--- src/rtl/rt_pkt_ctl_pkg.sv ---
// Shared flit layout, routing-mode encodings and FSM state type for the
// per-port wormhole packet controller.
package rt_pkt_ctl_pkg;

    // Widths of the dec_rt fields (each port is WIDTH+1 bits wide).
    localparam int UADDR   = 3;
    localparam int MADDR   = 15;
    localparam int PORTW   = 2;
    localparam int DSTATUS = 1;

    // Flit field positions; the unicast destination sits highest.
    localparam int F_TYPE_LO  = 0;
    localparam int F_TYPE_HI  = 1;
    localparam int F_UMT      = 2;
    localparam int F_ADDR1_LO = 3;
    localparam int F_ADDR1_HI = F_ADDR1_LO + MADDR;
    localparam int F_ADDR0_LO = F_ADDR1_HI + 1;
    localparam int F_ADDR0_HI = F_ADDR0_LO + UADDR;

    localparam logic [1:0] FT_BODY = 2'b00;
    localparam logic [1:0] FT_TAIL = 2'b01;
    localparam logic [1:0] FT_HEAD = 2'b10;
    localparam logic [1:0] FT_HT   = 2'b11;

    localparam logic [DSTATUS:0] UNICAST = 2'd0;
    localparam logic [DSTATUS:0] MULTFWD = 2'd1;
    localparam logic [DSTATUS:0] MULTABS = 2'd2;

    // S_NEXT: between flits of a packet, waiting for the buffer to show the next one.
    typedef enum logic [1:0] {S_IDLE, S_HEAD, S_BODY, S_NEXT} state_e;

    function automatic logic is_head(input logic [1:0] t);
        return t[1];
    endfunction

    function automatic logic is_tail(input logic [1:0] t);
        return t[0];
    endfunction

endpackage

--- src/rtl/rt_pkt_ctl_if.sv ---
// Buffer, dec_rt, switch-allocation and ejection signals of one input port.
interface rt_pkt_ctl_if
    import rt_pkt_ctl_pkg::*;
#(
    parameter int FLITW = 32
) ();
    logic               in_valid;
    logic [FLITW-1:0]   in_flit;
    logic               in_ready;
    logic               dec_um_type;
    logic [UADDR:0]     dec_addr0;
    logic [MADDR:0]     dec_addr1;
    logic [PORTW:0]     dec_port;
    logic [MADDR:0]     dec_addr1_rm;
    logic [DSTATUS:0]   dec_multab_en;
    logic               fwd_valid;
    logic [PORTW:0]     fwd_port;
    logic [FLITW-1:0]   fwd_flit;
    logic               fwd_ready;
    logic               ej_valid;
    logic [FLITW-1:0]   ej_flit;
    logic               ej_ready;

    modport slave (
        input  in_valid, in_flit, dec_port, dec_addr1_rm, dec_multab_en, fwd_ready, ej_ready,
        output in_ready, dec_um_type, dec_addr0, dec_addr1, fwd_valid, fwd_port, fwd_flit,
               ej_valid, ej_flit
    );

    modport master (
        output in_valid, in_flit, dec_port, dec_addr1_rm, dec_multab_en, fwd_ready, ej_ready,
        input  in_ready, dec_um_type, dec_addr0, dec_addr1, fwd_valid, fwd_port, fwd_flit,
               ej_valid, ej_flit
    );
endinterface

--- src/rtl/rt_pkt_ctl_fork_done.sv ---
// Two-side done tracker: all_done_o rises once every required side has
// handshaken, counting a handshake in the current cycle.
module rt_pkt_ctl_fork_done (
    input  logic clk,
    input  logic rst_,
    input  logic req_f_i,
    input  logic req_e_i,
    input  logic f_hs_i,
    input  logic e_hs_i,
    output logic all_done_o
);
    logic f_done_q, f_done_d;
    logic e_done_q, e_done_d;

    always_comb begin
        all_done_o = (!req_f_i || f_done_q || f_hs_i) && (!req_e_i || e_done_q || e_hs_i);
        f_done_d   = all_done_o ? 1'b0 : (f_done_q || f_hs_i);
        e_done_d   = all_done_o ? 1'b0 : (e_done_q || e_hs_i);
    end

    always_ff @(posedge clk or negedge rst_) begin
        if (!rst_) begin
            f_done_q <= 1'b0;
            e_done_q <= 1'b0;
        end else begin
            f_done_q <= f_done_d;
            e_done_q <= e_done_d;
        end
    end
endmodule

--- src/rtl/rt_pkt_ctl.sv ---
// Wormhole packet controller: decodes the head via dec_rt, latches the route
// for the packet and steers every flit to forward and/or local ejection.
module rt_pkt_ctl
    import rt_pkt_ctl_pkg::*;
#(
    parameter int MY_XPOS = 0,
    parameter int MY_YPOS = 0,
    parameter int FLITW   = 32
) (
    input  logic        clk,
    input  logic        rst_,
    rt_pkt_ctl_if.slave bus,
    output logic        busy,
    output logic        err
);
    if (FLITW < F_ADDR0_HI + 1 || MY_XPOS < 0 || MY_YPOS < 0) begin : g_param_chk
        $error("rt_pkt_ctl: FLITW too narrow or negative router position");
    end

    state_e           state_q, state_d;
    logic [PORTW:0]   port_q;
    logic [DSTATUS:0] mode_q;
    logic [MADDR:0]   rm_q;
    logic             fwd_valid_q, ej_valid_q, tail_q, drop_q, drop_d, err_q;
    logic [FLITW-1:0] fwd_flit_q, ej_flit_q, head_fwd;
    logic [1:0]       in_type;
    logic             load_head, load_body, req_f, req_e, dec_req_f, f_hs, e_hs;
    logic             all_done, present;

    assign in_type         = bus.in_flit[F_TYPE_HI:F_TYPE_LO];
    assign bus.dec_um_type = bus.in_flit[F_UMT];
    assign bus.dec_addr0   = bus.in_flit[F_ADDR0_HI:F_ADDR0_LO];
    assign bus.dec_addr1   = bus.in_flit[F_ADDR1_HI:F_ADDR1_LO];

    // Forward side is skipped only when absorb leaves no remaining destinations.
    assign req_f     = (mode_q != MULTABS) || (rm_q != '0);
    assign req_e     = (mode_q == MULTABS);
    assign dec_req_f = (bus.dec_multab_en != MULTABS) || (bus.dec_addr1_rm != '0);
    assign f_hs      = fwd_valid_q && bus.fwd_ready;
    assign e_hs      = ej_valid_q && bus.ej_ready;
    assign present   = (state_q == S_HEAD) || (state_q == S_BODY);
    assign load_head = (state_q == S_IDLE) && bus.in_valid && is_head(in_type);
    assign load_body = (state_q == S_NEXT) && bus.in_valid;
    assign drop_d    = (state_q == S_IDLE) && bus.in_valid && !is_head(in_type) && !drop_q;

    rt_pkt_ctl_fork_done u_done (
        .clk        (clk),
        .rst_       (rst_),
        .req_f_i    (req_f),
        .req_e_i    (req_e),
        .f_hs_i     (f_hs),
        .e_hs_i     (e_hs),
        .all_done_o (all_done)
    );

    always_comb begin
        head_fwd = bus.in_flit;
        if (bus.dec_multab_en == MULTFWD || bus.dec_multab_en == MULTABS)
            head_fwd[F_ADDR1_HI:F_ADDR1_LO] = bus.dec_addr1_rm;
    end

    always_ff @(posedge clk or negedge rst_) begin
        if (!rst_) state_q <= S_IDLE;
        else       state_q <= state_d;
    end

    always_comb begin
        state_d = state_q;
        case (state_q)
            S_IDLE:         if (load_head) state_d = S_HEAD;
            S_HEAD, S_BODY: if (all_done)  state_d = tail_q ? S_IDLE : S_NEXT;
            S_NEXT:         if (load_body) state_d = S_BODY;
            default:        state_d = S_IDLE;
        endcase
    end

    // A stray body/tail in IDLE is popped one cycle after it is seen.
    always_comb begin
        bus.in_ready = (present && all_done) || drop_q;
        busy         = (state_q != S_IDLE);
    end

    assign bus.fwd_valid = fwd_valid_q;
    assign bus.fwd_port  = port_q;
    assign bus.fwd_flit  = fwd_flit_q;
    assign bus.ej_valid  = ej_valid_q;
    assign bus.ej_flit   = ej_flit_q;
    assign err           = err_q;

    always_ff @(posedge clk or negedge rst_) begin
        if (!rst_) begin
            port_q      <= '0;
            mode_q      <= UNICAST;
            rm_q        <= '0;
            fwd_valid_q <= 1'b0;
            ej_valid_q  <= 1'b0;
            fwd_flit_q  <= '0;
            ej_flit_q   <= '0;
            tail_q      <= 1'b0;
            drop_q      <= 1'b0;
            err_q       <= 1'b0;
        end else begin
            drop_q <= drop_d;
            if (drop_d) err_q <= 1'b1;
            if (f_hs) fwd_valid_q <= 1'b0;
            if (e_hs) ej_valid_q  <= 1'b0;
            if (load_head) begin
                port_q      <= bus.dec_port;
                mode_q      <= bus.dec_multab_en;
                rm_q        <= bus.dec_addr1_rm;
                fwd_flit_q  <= head_fwd;
                ej_flit_q   <= bus.in_flit;
                tail_q      <= is_tail(in_type);
                fwd_valid_q <= dec_req_f;
                ej_valid_q  <= (bus.dec_multab_en == MULTABS);
            end
            // Mid-packet heads travel as plain body flits on the latched route.
            if (load_body) begin
                fwd_flit_q  <= bus.in_flit;
                ej_flit_q   <= bus.in_flit;
                tail_q      <= is_tail(in_type);
                fwd_valid_q <= req_f;
                ej_valid_q  <= req_e;
                if (is_head(in_type)) err_q <= 1'b1;
            end
        end
    end
endmodule

--- src/flat_wrapper.sv ---
// flat-port wrapper written by rule: the top's interface ports become plain ports
module rt_pkt_ctl_flat import rt_pkt_ctl_pkg::*;
#(
    parameter int MY_XPOS = 0,
    parameter int MY_YPOS = 0,
    parameter int FLITW   = 32
)
  (clk, rst_, busy, err, bus_in_valid, bus_in_flit, bus_dec_port, bus_dec_addr1_rm, bus_dec_multab_en, bus_fwd_ready, bus_ej_ready, bus_in_ready, bus_dec_um_type, bus_dec_addr0, bus_dec_addr1, bus_fwd_valid, bus_fwd_port, bus_fwd_flit, bus_ej_valid, bus_ej_flit);
  rt_pkt_ctl_if #(.FLITW(FLITW)) bus_i ();
  input  logic clk;
  input  logic rst_;
  output logic busy;
  output logic err;
  input wire logic [$bits(bus_i.in_valid)-1:0] bus_in_valid;
  input wire logic [$bits(bus_i.in_flit)-1:0] bus_in_flit;
  input wire logic [$bits(bus_i.dec_port)-1:0] bus_dec_port;
  input wire logic [$bits(bus_i.dec_addr1_rm)-1:0] bus_dec_addr1_rm;
  input wire logic [$bits(bus_i.dec_multab_en)-1:0] bus_dec_multab_en;
  input wire logic [$bits(bus_i.fwd_ready)-1:0] bus_fwd_ready;
  input wire logic [$bits(bus_i.ej_ready)-1:0] bus_ej_ready;
  output wire logic [$bits(bus_i.in_ready)-1:0] bus_in_ready;
  output wire logic [$bits(bus_i.dec_um_type)-1:0] bus_dec_um_type;
  output wire logic [$bits(bus_i.dec_addr0)-1:0] bus_dec_addr0;
  output wire logic [$bits(bus_i.dec_addr1)-1:0] bus_dec_addr1;
  output wire logic [$bits(bus_i.fwd_valid)-1:0] bus_fwd_valid;
  output wire logic [$bits(bus_i.fwd_port)-1:0] bus_fwd_port;
  output wire logic [$bits(bus_i.fwd_flit)-1:0] bus_fwd_flit;
  output wire logic [$bits(bus_i.ej_valid)-1:0] bus_ej_valid;
  output wire logic [$bits(bus_i.ej_flit)-1:0] bus_ej_flit;
  assign bus_i.in_valid = bus_in_valid;
  assign bus_i.in_flit = bus_in_flit;
  assign bus_i.dec_port = bus_dec_port;
  assign bus_i.dec_addr1_rm = bus_dec_addr1_rm;
  assign bus_i.dec_multab_en = bus_dec_multab_en;
  assign bus_i.fwd_ready = bus_fwd_ready;
  assign bus_i.ej_ready = bus_ej_ready;
  assign bus_in_ready = bus_i.in_ready;
  assign bus_dec_um_type = bus_i.dec_um_type;
  assign bus_dec_addr0 = bus_i.dec_addr0;
  assign bus_dec_addr1 = bus_i.dec_addr1;
  assign bus_fwd_valid = bus_i.fwd_valid;
  assign bus_fwd_port = bus_i.fwd_port;
  assign bus_fwd_flit = bus_i.fwd_flit;
  assign bus_ej_valid = bus_i.ej_valid;
  assign bus_ej_flit = bus_i.ej_flit;
  rt_pkt_ctl #(.MY_XPOS(MY_XPOS), .MY_YPOS(MY_YPOS), .FLITW(FLITW)) u_core (.clk(clk), .rst_(rst_), .bus(bus_i), .busy(busy), .err(err));
endmodule
--- config.mk ---
export PLATFORM = sky130hd
export DESIGN_NAME = rt_pkt_ctl_flat
export DESIGN_NICKNAME = d
export VERILOG_FILES = /design/src/rtl/rt_pkt_ctl_pkg.sv /design/src/rtl/rt_pkt_ctl_if.sv /design/src/rtl/rt_pkt_ctl_fork_done.sv /design/src/rtl/rt_pkt_ctl.sv /design/src/flat_wrapper.sv
export SDC_FILE = /design/constraint.sdc
export NUM_CORES = 1
export LEC_CHECK = 0
export ABC_AREA = 1
export CAP_MARGIN = 20
export CORE_MARGIN = 4
export CORE_UTILIZATION = 45
export CTS_BUF_LIST = sky130_fd_sc_hd__clkbuf_8
export DETAILED_ROUTE_END_ITERATION = 16
export PLACE_DENSITY = 0.87
export SYNTH_ARGS = -nofsm -noshare
export SYNTH_HDL_FRONTEND = slang
export SYNTH_HIERARCHICAL = 1
export SYNTH_SLANG_ARGS = --single-unit
--- constraint.sdc ---
create_clock -name clk -period 2.35 [get_ports clk]
set_input_delay 0.705 -clock clk [delete_from_list [all_inputs] [get_ports clk]]
set_output_delay 0.705 -clock clk [all_outputs]
set_load 0.02 [all_outputs]
==> metrics.txt <==
Starting Density 0.465; final setup margin -0.0527 ns; CTS tree done; Period minus WS final between 2 and 2.5 ns; startpoint types input port; Max Slew Vio Count 0; Leak Pwr 2.65 nW; smallest hold slack roughly 0.24 ns; routability congestion estimate between 0.7 and 0.8; failing checks negative setup slack; DP HPWL roughly 7300 microns; largest net degree at the start of global routing 61; Sequential Area 1930 sq um; dpl ws -0.609 ns; RR Startpoint u_core/bus.ej_valid; Post-Layout Cell Count 688; placed insts 656; Final Power 6.53 mW; DR pass1 iterations 4; worst rel slew slack 0.808; CTS Buf Count 9; WL final around 9900 microns; Vias/cell ~4.8; post-route cell area between 5000 and 6000 sq um; MaxCap Viol Count 0; Mapped Cells 441; Placement Cell Area 5040 sq um; Rows 32; Post-DRT Antenna Nets 0; Die Area 9520 sq um; worst-path maximum fanout 2; Fmax 0.416 GHz; First DRT Iteration DRCs 224; footprint of the multi-input gates 1190 sq um; count of cells along the worst register-to-register path 15; first-pass GRT wire length 15900 microns; CTS H-tree depth 3; layout cells sized above 1 0.116; Worst-path clk slew 0.08 ns; clock sinks 77; Die Span X 97.5 microns; grt total ovfl 0; Die Y 97.5 microns; Post-Syn Area 3610 sq um; Pint ~3.9 mW; Setup Skew 0.00717 ns; via count 3272; reg2reg end u_core/bus.ej_valid; status complete, but fails checks; Synth top area share 0.534; Layout area overhead 47.5%; PwrDens 1230 nW/um^2; Util after Layout 0.685; r2r setup slk 0.10 ns; yosys warns 6; Synth area leaders dfrtp_1 53%, nand2_1 18%, buf_4 8.3%; Slew @ Worst Pin around 0.29 ns; fillcell total 630; CTS max path bufs 2; register area share after synthesis 0.534; vias in the first global route 3231; Buffers on Ports 150; #FFs+latches synth 77; layout net count 643; Clk pwr share 0.129; Switching Share 0.406; DRC Markers 0; Routed WL per cell 14.3 microns; Arr. time, crit path 1.70 ns; post-synth cell types 25; total track usage 0.206; CP Capture Type output pin; ANT cells 0; Critical Path RT 1.64 ns; post-route setup TNS -0.0527 ns; Yosys top cell by area dfrtp_1; syn_area_per_cell 8.18 sq um; crit path kind in -> out; Synthesized Nets ~500; final setup fails 1; fin crit share 1.02; Peak VDD IR 0.000684 V; RSZ-0062 raised after global routing true; combinational power share 0.520; Net Sw Power 2.65 mW; Hold Buf Count CTS 0; initial antenna violation count 0; I/O pin count 151; Seq pwr share 0.351; worst-skew pair later-pin latency 0.33 ns; Fin. Hold Viols 0; Core ar. 7770 sq um; hold crit path type in -> async; Root Driver clkbuf_8
==> metal layers <==
| metal | track usage | vias to the layer above | wire [microns] |
|---|---|---|---|
| met5 | 0 | - | 0 |
| met4 | 0.0682 | 0 | 158 |
| met3 | 0.0424 | 13 | 587 |
| met2 | 0.367 | 120 | 5180 |
| met1 | 0.248 | 1535 | 3940 |
| li1 | - | 1604 | - |
==> kinds of logic (layout without fill, tap and decap cells) <==
kind of cell | count (synthesis) | count (layout) | synth area share
simple gates | 212 | 212 | 0.230
buf+inv | 90 | 235 | 0.142
flops | 77 | 77 | 0.534
compound gates | 59 | 59 | 0.0839
fa+ha+maj | 3 | 3 | 0.0104
==> cell type report <==
type / instances / area share
Multi-Input combinational cell: 274 / 0.224
Tap cell: 102 / 0.0240
Sequential cell: 77 / 0.362
Timing Repair Buffer: 185 / 0.334
Inverter: 35 / 0.0247
Clock inverter: 6 / 0.00776
Clock buffer: 9 / 0.0233
==> registers in the layout, summed over array words and instances (netlist names) <==
signal	count
u_core/bus.ej_valid	1
u_core/rm_q	16
u_core/bus.fwd_flit	32
u_core/u_done/f_done_q	1
u_core/bus.ej_flit	16
u_core/state_q	2
u_core/drop_q	1
u_core/err	1
u_core/u_done/e_done_q	1
u_core/mode_q	2
u_core/bus.fwd_valid	1
u_core/bus.fwd_port	3
==> cell usage after synthesis (all sizes together) <==
| library cell | number |
|---|---|
| a21oi | 2 |
| nor3b | 1 |
| nand2 | 176 |
| clkbuf | 6 |
| o22ai | 1 |
| nor3 | 1 |
| nor2 | 25 |
| ha | 3 |
| a21o | 1 |
| inv | 35 |
| a31oi | 1 |
| and2 | 1 |
| nand3 | 8 |
| o211ai | 1 |
| dfrtp | 77 |
| o21ai | 53 |
| buf | 49 |
==> timing repair <==
| action | in CTS | in global routing |
|---|---|---|
| resized for setup | 32 | 9 |
| gates cloned | 0 | 0 |
| setup endpoints to repair | 23 | 2 |
| setup buffers | 14 | 3 |
| pin swaps | 5 | 11 |
==> worst max-delay path, stage by stage <==
cell	delay (ns)
dlygate4sd2_1	0.23
nand2_1	0.08
inv_1	0.06
nor2_2	0.14
nand2_2	0.09
nand2_2	0.06
inv_2	0.03
a21o_1	0.17
buf_6	0.13
==> power groups by stage <==
stage	combinational [mW]	sequential, mW	clock, mW
2_1_floorplan	1.37	2.77	0
3_3_place_gp	3.21	2.27	0
3_5_place_dp	3.32	2.31	0
4_1_cts	3.37	2.29	0.868
5_1_grt	3.66	2.37	0.929
6_report	3.40	2.29	0.845
==> cell usage in the layout (no fill, tap or decap), types with 5 or more instances in the layout <==
cell / count
nor2_1: 22
nand2_1: 170
inv_1: 32
clkbuf_8: 9
nand2_2: 6
buf_4: 32
nand3_1: 5
dfrtp_1: 77
o21ai_0: 48
dlygate4sd2_1: 23
clkdlybuf4s50_1: 124
o21ai_1: 5
==> worst max path at each step <==
stage	from	to	slack (ns)	cells after the start
final	bus_fwd_ready	bus_in_ready	-0.05	9
after detailed placement	bus_fwd_ready	bus_in_ready	-0.61	9
after floorplan	bus_fwd_ready	bus_in_ready	0.35	7
after global placement	bus_ej_ready	bus_in_ready	-0.55	9
after global routing	bus_fwd_ready	bus_in_ready	-0.08	9
after CTS	bus_ej_ready	bus_in_ready	0.003	9
Note: power is estimated with default switching activity, not from simulation.
==> RTL change 1 (config.mk and constraints unchanged) <==
Encoding of `state_e`: now one-hot (4 bits for 4 states).
--- a/src/rtl/rt_pkt_ctl_pkg.sv
+++ b/src/rtl/rt_pkt_ctl_pkg.sv
@@ -27,7 +27,7 @@
     localparam logic [DSTATUS:0] MULTABS = 2'd2;
 
     // S_NEXT: between flits of a packet, waiting for the buffer to show the next one.
-    typedef enum logic [1:0] {S_IDLE, S_HEAD, S_BODY, S_NEXT} state_e;
+    typedef enum logic [3:0] {S_IDLE = 4'b0001, S_HEAD = 4'b0010, S_BODY = 4'b0100, S_NEXT = 4'b1000} state_e;
 
     function automatic logic is_head(input logic [1:0] t);
         return t[1];
Formal check against the unedited RTL: no difference found for any inputs over 10 cycles, from zero or initial values and one cycle with rst_ low; not proved beyond that.
==> RTL change 1 against the original RTL <==
- the run still ends with negative setup slack left
- clock skew grew 2.1 ps
- routed wire length grew 10%
- final area grew 7.1%
- critical endpoint unchanged
- highest routed layer unchanged
- synthesized area grew 8.9%
- worst setup slack gained 37 ps
- total power grew 5.7%
- sequential cell count grew 2
- utilization shrank 0.16 points
==> RTL change 1: results (changes against the original RTL) <==
hold_slack_ps: 269  # was 241 ps
synth_compound_area_share_pct: 9.04  # was 8.39%
nets: 701  # was 643
n_all_inverters: 51  # was 35
grt_pass1_vias: 3820  # was 3231
use_met1_pct: 24.6  # was 24.8%
nClkBuffers: 10  # was 9
placed_cells: 732  # was 656
worstRegToRegCells: 12  # was 15
crit_slowest_cell: "dfrtp_1"  # was dlygate4sd2_1
gp_congestion: 0.858  # was 0.795
placed_area_um2: 5440  # was 5040 µm²
fin_util_pct: 68.3  # was 68.5%
postLayoutSetupSlackWorst_ps: -15.8  # was -52.7 ps
pre_cts_ws_ps: -737  # was -609 ps
crit_arrival_ps: 1660  # was 1700 ps
status: "finished, violations left"  # unchanged
layoutNonFillerInstCount: 752  # was 688
wirelength_met1_mm: 4.15  # was 3.94 mm
cts.sinks: 79  # was 77
setup_viol: 1  # unchanged
path_delay_family: "simple AND/OR/NAND/NOR gates"  # was buffers and inverters
drtPass1Iterations: 5  # was 4
routed_wl_mm: 10.9  # was 9.86 mm
violations: "negative setup slack"  # unchanged
clkCellAreaFrac_pct: 4.30  # was 3.10%
vias: 3710  # was 3272
==> RTL change 1: report_power, final <==
| part | total, mW | switching [mW] | internal [mW] |
|---|---|---|---|
| clock network | 1.23 | 0.499 | 0.731 |
| logic | 3.34 | 1.79 | 1.55 |
| registers | 2.34 | 0.377 | 1.96 |
| total | 6.91 | 2.67 | 4.24 |
==> RTL change 1: worst max path at each step <==
stage	from	end	slack (ps)	cells after the start
5_1_grt	u_core/rm_q[5]	bus_in_ready	-130	10
6_report	u_core/rm_q[2]	bus_in_ready	-20	10
2_1_floorplan	bus_ej_ready	bus_in_ready	120	8
3_3_place_gp	bus_fwd_ready	bus_in_ready	-650	10
4_1_cts	bus_fwd_ready	bus_in_ready	-200	10
3_5_place_dp	bus_fwd_ready	bus_in_ready	-740	10
==> RTL change 1: logic make-up after synthesis <==
kind of cell	after synthesis
AND/OR/NAND/NOR	243
buffers and inverters	109
flip-flops	79
AO/OA/AOI/OAI	71
adder cells (fa/ha/maj)	1
==> RTL change 2 (config.mk and constraints unchanged) <==
Made on the original files. `FLITW` is set to 32 in 3 places; all go to 64.
--- a/src/rtl/rt_pkt_ctl_if.sv
+++ b/src/rtl/rt_pkt_ctl_if.sv
@@ -2,7 +2,7 @@
 interface rt_pkt_ctl_if
     import rt_pkt_ctl_pkg::*;
 #(
-    parameter int FLITW = 32
+    parameter int FLITW = 64
 ) ();
     logic               in_valid;
     logic [FLITW-1:0]   in_flit;
--- a/src/rtl/rt_pkt_ctl.sv
+++ b/src/rtl/rt_pkt_ctl.sv
@@ -5,7 +5,7 @@
 #(
     parameter int MY_XPOS = 0,
     parameter int MY_YPOS = 0,
-    parameter int FLITW   = 32
+    parameter int FLITW   = 64
 ) (
     input  logic        clk,
     input  logic        rst_,
--- a/src/flat_wrapper.sv
+++ b/src/flat_wrapper.sv
@@ -3,7 +3,7 @@
 #(
     parameter int MY_XPOS = 0,
     parameter int MY_YPOS = 0,
-    parameter int FLITW   = 32
+    parameter int FLITW   = 64
 )
   (clk, rst_, busy, err, bus_in_valid, bus_in_flit, bus_dec_port, bus_dec_addr1_rm, bus_dec_multab_en, bus_fwd_ready, bus_ej_ready, bus_in_ready, bus_dec_um_type, bus_dec_addr0, bus_dec_addr1, bus_fwd_valid, bus_fwd_port, bus_fwd_flit, bus_ej_valid, bus_ej_flit);
   rt_pkt_ctl_if #(.FLITW(FLITW)) bus_i ();
Interface: changed (resized bus_ej_flit, bus_fwd_flit and bus_in_flit); port bits go from 151 to 247. No check against the original RTL was run, so the function may have changed too.
==> RTL change 2 against the original RTL <==
- total power grew 57%
- non-clock buffer count grew 88
- worst hold slack gained 96 ps
- worst setup slack gained 57 ps
- first-iteration DRC count grew 44%
- global-route usage grew 2.1 points
- final area grew 42%
- synthesized area grew 40%
- sequential cell count grew 32
- routed wire length grew 58%
- critical path type is now reg2out
- highest routed layer unchanged
==> RTL change 2: results (changes against the original RTL) <==
status: "complete, no violations"  # was finished, violations left
powerClk_mw: 1.30  # was 845 µW
peakVddDrop_v: 0.000705  # was 0.000684 V
vias_per_cell: 4.84  # was 4.76
crit_slowest_cell: "dfrtp_1"  # was dlygate4sd2_1
synth_cell_types: 23  # was 25
drive_above_1_share_pct: 6.98  # was 11.6%
tightest_slew_ps: 577  # was 288 ps
grt_max_degree: 50  # was 61
yosysSeqAreaShare_pct: 54.0  # was 53.4%
p_seq_mw: 3.34  # was 2.29 mW
nets: 891  # was 643
clockPowerShare_pct: 12.7  # was 12.9%
grt_pass1_wl_mm: 23.4  # was 15.9 mm
drt-initial-drc-count: 322  # was 224
cpPeakStageDelay_ps: 400  # was 230 ps
portBuffers: 246  # was 150
path_delay_family: "simple AND/OR/NAND/NOR gates"  # was buffers and inverters
p_switching_mw: 4.21  # was 2.65 mW
fin_worst_skew_ps: 13.5  # was 7.17 ps
routed_wl_mm: 15.6  # was 9.86 mm
syn-num-nets: 701  # was 502
synthTopCellsByArea: "dfrtp_1 54%, nand2_1 20%, buf_4 11%, o21ai_1 3.3%, inv_1 2.6%"  # was dfrtp_1 53%, nand2_1 18%, buf_4 8.3%, o21ai_0 6.7%, inv_1 3.5%
gp_congestion: 0.912  # was 0.795
drtPass1Iterations: 5  # was 4
grt.total_usage_pct: 22.8  # was 20.6%
p_leak_nw: 3.73  # was 2.65 nW
grt_pass1_vias: 4411  # was 3231
synth_commonest_cells: "269 x nand2_1, 109 x dfrtp_1, 73 x buf_4"  # was 174 x nand2_1, 77 x dfrtp_1, 48 x o21ai_0
crit_arrival_ps: 1640  # was 1700 ps
clkTransAtPathRegs_ps: 110  # was 80 ps
-- RTL change 2: what timing repair did --
action,4_1_cts,5_1_grt
gates cloned,0,0
endpoints found under the setup margin,23,1
resized for setup,26,12
setup buffers,0,6
pin swaps,0,10
-- RTL change 2: final cells by class --
type / instances / area (µm²)
Clock buffer: 9 / 124
Clock inverter: 6 / 105
Fill cell: 847 / 3350
Inverter: 36 / 136
Multi-Input combinational cell: 369 / 1540
Sequential cell: 109 / 2730
Tap cell: 140 / 175
Timing Repair Buffer: 273 / 2730
-- RTL change 2: cells by family after synthesis --
kind of cell             share of synthesized area (%)
AND/OR/NAND/NOR                                   23.3
buffers and inverters                             15.8
flip-flops                                        54.0
AO/OA/AOI/OAI                                     6.17
adder cells (fa/ha/maj)                          0.743
-- RTL change 2: metrics by stage --
stage / util, % / area [µm²] / std cells / TNS, ps
finish: 69.2 / 7540 / 942 / 0
CTS: 68.6 / 7470 / 936 / -206
detailed placement: 66.8 / 7270 / 921 / -4090
global route: 69.2 / 7540 / 942 / -75.9
floorplan: - / 5050 / 608 / 0
global placement: 66.8 / 7270 / 921 / -3840
-- RTL change 2: final timing paths --
check,from,depth (start not counted),to,slack (ps)
max,u_core/rm_q[5],9,bus_in_ready,4
min,rst_,1,u_core/bus.fwd_flit[9],340
max reg2reg,u_core/state_q[0],8,u_core/rm_q[15],580
min reg2reg,u_core/rm_q[1],2,u_core/rm_q[1],490
max in group asynchronous,rst_,2,u_core/bus.fwd_flit[57],1360
min in group clk,u_core/rm_q[1],2,u_core/rm_q[1],490
-- RTL change 2: per-layer routing --
layer	wire, µm	track usage [%]
met1	6090	28.9
met2	7950	38.9
met3	1100	4.24
met4	444	8.55
met5	0	0
